<file path="src/rtl/window_pkg.sv">
// Shared types and defaults for the sliding-window sequencer.
package window_pkg;
    localparam int DW_DEF      = 12;
    localparam int WIN_LEN_DEF = 8;

    typedef enum logic [2:0] {IDLE, FILL, RUN, DRAIN, CLR} state_t;

    // v: result is from a fully primed window; l: result closes the frame
    typedef struct packed {
        logic v;
        logic l;
    } tag_t;
endpackage

</file>
<file path="src/rtl/window_tagpipe.sv">
// LAT-deep tag delay line that tracks the datapath latency, with an empty flag.
module window_tagpipe
    import window_pkg::*;
#(
    parameter int LAT = 1
) (
    input  logic clk,
    input  logic reset,
    input  tag_t tag_in,
    output tag_t tag_out,
    output logic empty
);
    tag_t [LAT-1:0] stage;

    always_ff @(posedge clk) begin
        if (reset) begin
            stage <= '0;
        end else begin
            stage[0] <= tag_in;
            for (int i = 1; i < LAT; i++) stage[i] <= stage[i-1];
        end
    end

    assign tag_out = stage[LAT-1];
    assign empty   = (stage == '0);
endmodule

</file>
<file path="src/rtl/window_seq.sv">
// Frame sequencer for the sliding-window datapath: handshake, priming count,
// shift/clear strobes and primed-result tagging.
module window_seq
    import window_pkg::*;
#(
    parameter int DW      = DW_DEF,
    parameter int WIN_LEN = WIN_LEN_DEF,
    parameter int LAT     = 1,
    parameter int FCW     = 16
) (
    input  logic           clk,
    input  logic           reset,
    input  logic           in_valid,
    output logic           in_ready,
    input  logic [DW-1:0]  in_data,
    input  logic           in_last,
    output logic           win_en,
    output logic           win_clr,
    output logic [DW-1:0]  win_data,
    input  logic [DW-1:0]  win_out,
    output logic           out_valid,
    output logic [DW-1:0]  out_data,
    output logic           out_last,
    output logic           short_frame,
    output logic [FCW-1:0] frame_cnt
);
    localparam int CW = $clog2(WIN_LEN);
    localparam logic [CW-1:0] CNT_MAX = CW'(WIN_LEN - 1);
    localparam logic [CW-1:0] CNT_PRE = CW'(WIN_LEN - 2);

    state_t         state, state_nxt;
    logic [CW-1:0]  cnt;
    logic [FCW-1:0] frames;
    logic           short_q;
    logic           ready_st, accept, primed, pipe_empty;
    tag_t           tag_in, tag_out;

    assign ready_st = (state == IDLE) || (state == FILL) || (state == RUN);
    assign in_ready = ~reset & ready_st;
    assign accept   = in_valid & in_ready;
    // cnt holds the number of earlier samples already in the window, so this
    // accept completes the window exactly when WIN_LEN-1 are already there
    assign primed   = (cnt == CNT_MAX);

    assign tag_in.v = accept & primed;
    assign tag_in.l = accept & in_last;

    always_comb begin
        state_nxt = state;
        case (state)
            IDLE, FILL: begin
                if (accept) begin
                    if (in_last)             state_nxt = DRAIN;
                    else if (cnt == CNT_PRE) state_nxt = RUN;
                    else                     state_nxt = FILL;
                end
            end
            RUN:     if (accept && in_last) state_nxt = DRAIN;
            DRAIN:   if (pipe_empty) state_nxt = CLR;
            CLR:     state_nxt = IDLE;
            default: state_nxt = IDLE;
        endcase
    end

    always_ff @(posedge clk) begin
        if (reset) begin
            state   <= IDLE;
            cnt     <= '0;
            frames  <= '0;
            short_q <= 1'b0;
        end else begin
            state   <= state_nxt;
            short_q <= accept & in_last & ~primed;
            if (state == CLR) begin
                cnt    <= '0;
                frames <= frames + FCW'(1);
            end else if (accept && !primed) begin
                cnt <= cnt + CW'(1);
            end
        end
    end

    window_tagpipe #(.LAT(LAT)) u_tagpipe (
        .clk     (clk),
        .reset   (reset),
        .tag_in  (tag_in),
        .tag_out (tag_out),
        .empty   (pipe_empty)
    );

    // Everything is forced low while reset is asserted, registers included.
    assign win_en      = accept;
    assign win_data    = reset ? '0 : in_data;
    assign win_clr     = ~reset & (state == CLR);
    assign out_valid   = ~reset & tag_out.v;
    assign out_last    = out_valid & tag_out.l;
    assign out_data    = out_valid ? win_out : '0;
    assign short_frame = ~reset & short_q;
    assign frame_cnt   = reset ? '0 : frames;
endmodule

</file>
<file path="config.mk">
export PLATFORM = sky130hd
export DESIGN_NAME = window_seq
export DESIGN_NICKNAME = d
export VERILOG_FILES = /design/src/rtl/window_pkg.sv /design/src/rtl/window_tagpipe.sv /design/src/rtl/window_seq.sv
export SDC_FILE = /design/constraint.sdc
export NUM_CORES = 1
export LEC_CHECK = 0
export CORE_ASPECT_RATIO = 0.75
export CORE_MARGIN = 2
export CORE_UTILIZATION = 40
export DETAILED_ROUTE_END_ITERATION = 16
export GPL_TIMING_DRIVEN = 0
export PLACE_DENSITY_LB_ADDON = 0.2
export RECOVER_POWER = 25
export SLEW_MARGIN = 20
export SYNTH_ARGS = -nofsm -noshare
export SYNTH_HDL_FRONTEND = slang
export SYNTH_SLANG_ARGS = --single-unit
</file>
<file path="constraint.sdc">
create_clock -name clk -period 3.26 [get_ports clk]
set_input_delay 0.652 -clock clk [delete_from_list [all_inputs] [get_ports clk]]
set_output_delay 0.652 -clock clk [all_outputs]
set_load 0.03 [all_outputs]
</file>
Word-level counts from Yosys, hierarchy flattened
Index checks and enable logic that the tools add are counted.
- bitwise logic cells: 11
- reduce and logical (&&, ||, !) cells: 10
- multiplexer cells: 9
- eq/ne operators: 9
- $add $sub $neg: 2
- operators with widths (cell ; number):
    12-bit two-way mux ; 2
    16-bit by 1-bit adder with 16-bit output (second input constant) ; 1
    16-bit two-way mux ; 1
    1-bit bitwise AND ; 9
    3-bit == test (second input constant) ; 3
    3-bit two-way mux ; 3
    3-bit case mux with 3 select lines ; 1
    3-bit by 2-bit == test with 1-bit output (second input constant) ; 2
    2-bit two-way mux ; 2
    2-bit != test (second input constant) ; 2
    2-bit OR reduction ; 2
    3-bit by 1-bit adder with 3-bit output (second input constant) ; 1
    3-bit by 1-bit == test with 1-bit output (second input constant) ; 1
    3-bit logical NOT ; 1
    3-bit AND reduction ; 1
    1-bit logical AND ; 2
    2-bit logical NOT ; 1
    1-bit logical OR ; 2
    2-bit by 1-bit != test with 1-bit output (second input constant) ; 1
    1-bit inverter ; 2
    1-bit logical NOT ; 1
- output and inout bits: 46
- register bits: 25
- input bits: 28
- logic and storage cells: 47

Depth between registers and ports, before layout
Gate-level depths: netlist (run 1).
- depth after elaboration: 8
- mapped depth: 6
- gate-level depth less buffers: 6

Hierarchy
Synthesis (run 1) repeated with hierarchy kept, for this count alone.
- cells, all modules: 169
- area total of the unflattened synthesis: 1403.8 um^2
- modules (own cells, without submodules) (module ; sequential area each (um^2) ; area each (um^2) ; cells each ; instances):
    window_seq ; 460.4 ; 1347.5 ; 164 ; 1
    window_tagpipe ; 40.0 ; 56.3 ; 5 ; 1

Worst setup path before layout (run 1)
No wires, ideal clock.
- path type: input to output
- from: input reset
- to: output out_data[10]
- stages on the path: 4
- setup slack: 0.784 ns
- buffers on the path: 2
- arrival time: 1.824 ns
- path through: clkbuf_1 > nor2b_1 > clkbuf_1 > and2_1
- cells in the longest elaborated chain, start to end: 3
- ends and longest elaborated chain (what ; RTL line ; text):
    from (decl) ; window_seq.sv:12 ; input logic reset,
    1-bit inverter ; window_seq.sv:95 ; assign out_valid = ~reset & tag_out.v;
    1-bit bitwise AND ; window_seq.sv:95 ;
    via out_valid ; window_seq.sv:21 ; output logic out_valid,
    12-bit two-way mux ; window_seq.sv:97 ; assign out_data = out_valid ? win_out : '0;
    to (decl) ; window_seq.sv:22 ; output logic [DW-1:0] out_data,
The timed path passes the listed nets, and every way through them passes these cells.

Final worst setup path (run 1)
- from: input reset
- to: output win_en
- cells in the longest elaborated chain, start to end: 3
- ends and longest elaborated chain (what ; RTL line ; text):
    1-bit inverter ; window_seq.sv:39 ; assign in_ready = ~reset & ready_st;
    1-bit bitwise AND ; window_seq.sv:39 ;
    1-bit bitwise AND ; window_seq.sv:40 ; assign accept = in_valid & in_ready;
    to (decl) ; window_seq.sv:17 ; output logic win_en,
No other way between the ends.

==> results.py, run 1 <==
metrics = {
    "die": {
        "start_util_pct": 42.9,
        "design.die.area_um2": 4150,
        "number_of_top_level_pins": 74,
        "floorplan.rows": 18,
        "vertical_die_dimension_um": 56.3,
        "die_width_um": 73.8,
        "core_area_um2": 3400,
    },
    "drt": {
        "final_antenna_net_count": 0,
        "detail_route.iter0.violations": 46,
        "detailroute.via_count": 1482,
        "detail_route.first_pass.iterations": 4,
        "vias_per_cell": 4.86,
        "avgRoutedWirePerCell_um": 12.0,
        "routed_wirelength_um": 3650,
        "drt_drc_violations_left": 0,
    },
    "global_routing": {
        "first_global_vias": 1296,
        "first_pass_grt_wire_length_um": 5840,
        "global_route.overflow_total": 0,
        "grt_max_degree": 14,
        "antenna_found_initial": 0,
        "grt_use_total_pct": 17.5,
    },
    "timing": {
        "final.period_utilization_pct": 91.0,
        "timing_max_transition_violations_final": 0,
        "clock_skew_ns": 0.00401,
        "final_hold_fails": 0,
        "setup-violations-final": 0,
        "holdWs_ns": 0.480,
        "worst_slew_pin_slew_ns": 0.608,
        "max_slew_margin_pct": 59.2,
        "rsz0062_at_grt": "false",
        "maxClockFrequency_mhz": 337,
        "final_period_minus_worst_setup_slack_ns": 2.97,
    },
    "clock_network": {
        "clock_tree_buf_depth": 2,
        "tritoncts_clock_tree": "built",
        "htreeDepth": 1,
        "worstSkewPairLatency_ns": 0.27,
        "cts.root.buffer_cell": "clkbuf_8",
        "tritoncts.num_buffers": 3,
        "cts_num_sinks": 25,
        "path_clk_slew_ns": 0.09,
    },
    "flow_run": {
        "drv_cap": 0,
    },
    "power": {
        "sequentialPowerShare_pct": 49.8,
        "totalPowerFinal_uw": 637,
        "cellInternalPower_uw": 468,
        "netSwitchingFraction_pct": 26.5,
        "switchingPower_uw": 169,
        "total_leakage_power_uw": 0.000806,
        "peakVddDrop_mv": 0.340,
        "power.clock.fraction_pct": 29.2,
        "cellPowerDensity_nw_per_um2": 279,
        "pwr-share-comb_pct": 21.0,
    },
    "cells_and_area": {
        "insertedDiodeCount": 0,
        "multi_input_area_um2": 905,
        "ff_latch_area_um2": 500,
        "final_layout_size_suffix_gt1_share_pct": 3.53,
        "final_nets": 288,
        "fillerInstances": 305,
        "syn2layout_area_growth_pct": 56.5,
    },
    "synthesis": {
        "library_cell_occupying_the_most_area_in_the_post_synthesis_netlist": "dfxtp_1",
        "synth_top_cells_by_count": "32 x nor2b_1, 25 x dfxtp_1, 20 x nor2_1",
        "ys_warn_count": 0,
        "syn-mean-instance-area_um2": 8.16,
        "postSynthRegisterBits": 25,
        "yosys.cell_count.top_type": "nor2b_1",
        "synthesis.area_um2": 1460,
        "synth_edf_count": 0,
        "netlist.area_leader.share_pct": 34.3,
        "synthArstFlopShare_pct": 0,
        "synth_seq_area_share_pct": 34.3,
        "synth_top_area_cells": "dfxtp_1 34%, nor2b_1 14%, and2_1 6.4%",
        "synthesized_netlist_net_count": 211,
        "most_frequently_used_flop_master_after_synthesis": "dfxtp_1",
        "synthCells": 179,
        "count_of_cell_types_in_the_netlist": 35,
    },
    "critical_path": {
        "crit_chain": "clkbuf_1 -> a211oi_1 -> and2_1 -> clkdlybuf4s50_1",
        "setup_cp_type": "primary input to output port",
        "category_of_cells_accounting_for_the_largest_share_of_critical_path_delay": "buffers and inverters",
        "endpoint_kind": "output port",
        "cp_num_buf_inv": 2,
        "cp.arrival_ns": 2.31,
        "cp.required_ns": 2.61,
        "slowest_stage": "clkdlybuf4s50_1",
        "max_stage_delay_ns": 0.66,
        "worstSetupStartpointType": "primary input",
        "critical_path.max_fanout": 11,
    },
    "placement": {
        "dpl.hpwl_um": 2860,
        "io_buffers": 73,
        "gp_congestion": 0.826,
    },
    "outcome": {
        "run_status": "complete, no violations",
    },
    "hold_path": {
        "min-delay-path-class": "flip-flop to flip-flop",
    },
}
cells in the final DEF, fill, tap and decap left out:
| cell | instances |
|---|---|
| clkdlybuf4s50_1 | 72 |
| nor2b_1 | 31 |
| dfxtp_1 | 25 |
| nor2_1 | 20 |
| and2_1 | 15 |
| nand2_1 | 10 |
| clkbuf_1 | 9 |
| xnor2_1 | 7 |
| nand3_1 | 6 |
| or3_1 | 5 |
| nor3_1 | 5 |
| a21oi_1 | 5 |
| nand4_1 | 4 |
| ha_1 | 4 |
| inv_1 | 3 |
| xor2_1 | 3 |
| mux2i_1 | 3 |
| nor4_1 | 3 |
| clkbuf_8 | 3 |
| and3_1 | 2 |
| mux2_1 | 2 |
| nor2b_2 | 1 |
| clkbuf_2 | 1 |
| buf_2 | 1 |
| a211oi_1 | 1 |
| nor3b_2 | 1 |
| nand4bb_1 | 1 |
| and3b_1 | 1 |
| and4bb_1 | 1 |
| nand3_2 | 1 |
| o31ai_1 | 1 |
| or4_1 | 1 |
| a2111o_1 | 1 |
| o311ai_1 | 1 |
| nand2b_1 | 1 |
| o22a_1 | 1 |
| a2111oi_2 | 1 |
| o21ai_0 | 1 |
| o21ai_1 | 1 |
worst paths after layout:
path / slack (ns) / to / depth (start not counted) / startpoint
max: 0.29 / win_en / 4 / reset
min: 0.48 / frames[15]$_SDFFE_PP0P_ / 2 / frames[15]$_SDFFE_PP0P_
min reg2reg: 0.48 / frames[15]$_SDFFE_PP0P_ / 2 / frames[15]$_SDFFE_PP0P_
max reg2reg: 1.17 / cnt[1]$_SDFFE_PP0P_ / 6 / state[0]$_SDFFE_PP0P_
power groups by stage:
stage / clock network, uW / logic, uW / registers [uW]
6_report: 186 / 134 / 317
4_1_cts: 189 / 137 / 317
2_1_floorplan: 0 / 73.4 / 323
3_3_place_gp: 0 / 134 / 324
3_5_place_dp: 0 / 136 / 325
5_1_grt: 199 / 144 / 318
cell type report:
class,instances,share of cell area (%)
Multi-Input combinational cell,141,39.6
Timing Repair Buffer,73,31.7
Sequential cell,25,21.9
Tap cell,50,2.74
Clock buffer,4,1.97
Buffer,9,1.59
Inverter,3,0.493
worst reg2reg max path, delay by kind of cell (launching register included):
kind / cells / cell delay [ns]
AND/OR/NAND/NOR: 2 / 0.35
AO/OA/AOI/OAI: 2 / 0.91
flip-flops: 1 / 0.31
buffers and inverters: 2 / 0.43
state kept, by name, indices dropped and copies added, names as in the netlist:
register	cells
cnt	3
u_tagpipe.tag_out	2
state	3
short_q	1
frames	16
per-stage QoR:
stage               std cells  utilization [%]  TNS (ns)  instance area (um2)  setup WS (ns)
floorplan                 179                -         0                 1460          0.784
global placement          302             66.3     -2.57                 2250         -0.179
detailed placement        302             66.3     -2.61                 2250         -0.175
CTS                       305             67.6         0                 2300        0.00745
global route              305             67.2         0                 2280          0.222
finish                    305             67.2         0                 2280          0.293
repair_timing:
action                                  CTS  global route
resized for setup                         3             1
setup buffers                             0             0
hold buffers                              0             0
endpoints found under the setup margin   32            14
kinds of logic (layout without fill, tap and decap cells):
family | after synthesis | after routing | share of synthesized area [%]
and+or+nand+nor | 109 | 109 | 42.3
adders and majority gates | 4 | 4 | 3.43
muxes | 5 | 5 | 3.60
buffers and inverters | 13 | 89 | 3.60
xor gates and xnor gates | 10 | 10 | 6.00
DFF | 25 | 25 | 34.3
AOI/OAI and AO/OA | 13 | 13 | 6.77
per-layer routing:
layer,part of all wire [%],GRT usage (%),vias up,routed length [um]
met4,1.1,4.68,0,40
met5,0,0,-,0
met2,46,28.3,54,1670
met1,45,23.1,669,1650
met3,7.7,4.13,4,280
li1,-,-,755,-
Note: power is estimated with default switching activity, not from simulation.
==> run 2, diff against run 1 <==
--- a/config.mk
+++ b/config.mk
@@ -12,6 +12,7 @@
 export GPL_TIMING_DRIVEN = 0
 export PLACE_DENSITY_LB_ADDON = 0.2
 export RECOVER_POWER = 25
+export SKIP_LAST_GASP = 1
 export SLEW_MARGIN = 20
 export SYNTH_ARGS = -nofsm -noshare
 export SYNTH_HDL_FRONTEND = slang
==> results of run 2 <==
Final layout, timing and power as in run 1 (identical DEF).
==> run 3, diff against run 2 <==
--- a/config.mk
+++ b/config.mk
@@ -7,7 +7,7 @@
 export LEC_CHECK = 0
 export CORE_ASPECT_RATIO = 0.75
 export CORE_MARGIN = 2
-export CORE_UTILIZATION = 40
+export CORE_UTILIZATION = 43
 export DETAILED_ROUTE_END_ITERATION = 16
 export GPL_TIMING_DRIVEN = 0
 export PLACE_DENSITY_LB_ADDON = 0.2
@@ -17,3 +17,4 @@
 export SYNTH_ARGS = -nofsm -noshare
 export SYNTH_HDL_FRONTEND = slang
 export SYNTH_SLANG_ARGS = --single-unit
+export TNS_END_PERCENT = 5
==> run 3 against run 2 <==
  * Cell area increased by 0.33%
  * Final cell count down 3.0%
  * Clock power down 3%
==> results.py, run 3 (synthesized netlist as in run 1, its figures left out) <==
metrics = {
    "critical_path": {
        "worstRegToRegCells": 5,
        "cp.arrival_ns": 2.56,
        "slowest_stage": "clkdlybuf4s50_1",
        "setup_cp_type": "primary input to output port",
        "endpoint_kind": "output port",
        "worstSetupStartpointType": "primary input",
        "max_stage_delay_ns": 0.67,
        "cp.required_ns": 2.61,
        "crit_chain": "clkdlybuf4s50_1 -> clkbuf_2 -> nor2b_2 -> clkbuf_2 -> and2_1 -> clkdlybuf4s50_1",
        "critical_path.max_fanout": 10,
    },
    "cells_and_area": {
        "multi_input_area_um2": 910,
        "most_common_cell_after_layout_fill_and_taps_aside": "clkdlybuf4s50_1",
        "fillerInstances": 299,
        "insertedDiodeCount": 0,
        "largest_register_ffs": 16,
        "biggestRegsByFlops": "frames (16), cnt (3), state (3)",
        "final_nets": 289,
        "ff_latch_area_um2": 500,
        "layout_common_cells": "71 x clkdlybuf4s50_1, 31 x nor2b_1, 25 x dfxtp_1, 20 x nor2_1, 15 x and2_1",
        "syn2layout_area_growth_pct": 57.0,
        "final_layout_size_suffix_gt1_share_pct": 5.08,
        "largest_register_by_flop_count": "frames",
    },
    "power": {
        "netSwitchingFraction_pct": 25.8,
        "cellPowerDensity_nw_per_um2": 277,
        "peakVddDrop_mv": 0.336,
        "total_leakage_power_uw": 0.000845,
        "cellInternalPower_uw": 470,
        "pwr-share-comb_pct": 21.4,
        "totalPowerFinal_uw": 634,
        "power.clock.fraction_pct": 28.5,
        "sequentialPowerShare_pct": 50.0,
        "switchingPower_uw": 164,
    },
    "global_routing": {
        "antenna_found_initial": 0,
        "grt_use_total_pct": 18.8,
        "first_pass_grt_wire_length_um": 5750,
        "global_route.overflow_total": 0,
        "first_global_vias": 1224,
        "grt_max_degree": 14,
    },
    "placement": {
        "pre_cts_ws_ns": -0.206,
        "io_buffers": 73,
        "dpl.hpwl_um": 2830,
        "gp_congestion": 0.776,
    },
    "drt": {
        "drt_drc_violations_left": 0,
        "routed_wirelength_um": 3580,
        "detailroute.via_count": 1442,
        "vias_per_cell": 4.87,
        "final_antenna_net_count": 0,
        "detail_route.iter0.violations": 37,
        "avgRoutedWirePerCell_um": 12.1,
        "detail_route.first_pass.iterations": 4,
    },
    "die": {
        "design.die.area_um2": 3880,
        "core_area_um2": 3270,
        "number_of_top_level_pins": 74,
        "floorplan.rows": 18,
        "die_width_um": 71.3,
        "vertical_die_dimension_um": 54.5,
        "start_util_pct": 44.7,
    },
    "clock_network": {
        "tritoncts.num_buffers": 3,
        "cts_num_sinks": 25,
        "htreeDepth": 1,
        "path_clk_slew_ns": 0.08,
        "tritoncts_clock_tree": "built",
        "post_cts.repair.setup_buffers": 0,
        "cts.root.buffer_cell": "clkbuf_8",
        "worstSkewPairLatency_ns": 0.26,
        "clock_tree_buf_depth": 2,
        "cts_hold_repair.buffers": 0,
    },
    "hold_path": {
        "min-delay-path-class": "flip-flop to flip-flop",
        "holdPathStages": 2,
    },
    "timing": {
        "final_hold_fails": 0,
        "max_slew_margin_pct": 59.0,
        "final.period_utilization_pct": 98.5,
        "clock_skew_ns": 0.00344,
        "timing.setup.tns_ns": 0,
        "final_period_minus_worst_setup_slack_ns": 3.21,
        "worst_slew_pin_slew_ns": 0.613,
        "timing_max_transition_violations_final": 0,
        "maxClockFrequency_mhz": 311,
        "rsz0062_at_grt": "true",
        "setup-violations-final": 0,
        "layout_setup_ws_ns": 0.0493,
    },
    "outcome": {
        "run_status": "complete, no violations",
    },
    "flow_run": {
        "drv_cap": 0,
    },
}
## run 3: changes by cell type in the layout (fill, tap and decap cells not counted)
cell | previous run | this run
clkdlybuf4s50_1 | 72 | 71
clkbuf_1 | 9 | 6
buf_2 | 1 | 2
a211oi_2 | 0 | 1
clkbuf_2 | 1 | 3
dlygate4sd2_1 | 0 | 1
a211oi_1 | 1 | 0
dlymetal6s2s_1 | 0 | 1
## run 3: final timing paths
check,startpoint,endpoint,slack [ns]
min,frames[15]$_SDFFE_PP0P_,frames[15]$_SDFFE_PP0P_,0.49
max,reset,out_data[7],0.05
min reg2reg,frames[15]$_SDFFE_PP0P_,frames[15]$_SDFFE_PP0P_,0.49
max reg2reg,state[0]$_SDFFE_PP0P_,frames[8]$_SDFFE_PP0P_,1.34
## run 3: per-stage QoR
stage	hold WS [ns]	cell area [um2]	util, %	std cells
global route	0.541	2290	70.2	296
global placement	0.458	2240	68.6	292
floorplan	0.447	1460	-	179
detailed placement	0.478	2240	68.6	292
finish	0.489	2290	70.2	296
CTS	0.489	2290	70.1	296
## run 3: routing by layer
| metal | part of all wire, % | routed length (um) | global-route usage, % |
|---|---|---|---|
| met1 | 47 | 1680 | 25.2 |
| met5 | 0 | 0 | 0 |
| met2 | 45 | 1630 | 31.5 |
| met3 | 7.3 | 262 | 5.34 |
| met4 | 0.47 | 17 | 1.89 |
## run 3: cell type report
cell class                      instances  area share (%)
Multi-Input combinational cell        141            39.7
Timing Repair Buffer                   73            31.9
Sequential cell                        25            21.8
Tap cell                               40            2.18
Clock buffer                            4            1.97
Buffer                                 10            1.91
Inverter                                3           0.491
## run 3: worst max-delay path: cells and delay by family
| family | cells | cell delay (ns) |
|---|---|---|
| buffers and inverters | 4 | 1.54 |
| and+or+nand+nor | 2 | 0.36 |
## run 3: what timing repair did
item	in CTS	in global routing
resized for setup	3	5
setup endpoints to repair	38	38
hold endpoints to repair	0	0
## run 3: power groups by stage
| stage | clock network, uW | registers, uW | logic (uW) |
|---|---|---|---|
| 6_report | 181 | 317 | 136 |
| 3_3_place_gp | 0 | 324 | 134 |
| 3_5_place_dp | 0 | 324 | 136 |
| 5_1_grt | 194 | 318 | 146 |
| 2_1_floorplan | 0 | 323 | 73.4 |
| 4_1_cts | 187 | 317 | 137 |
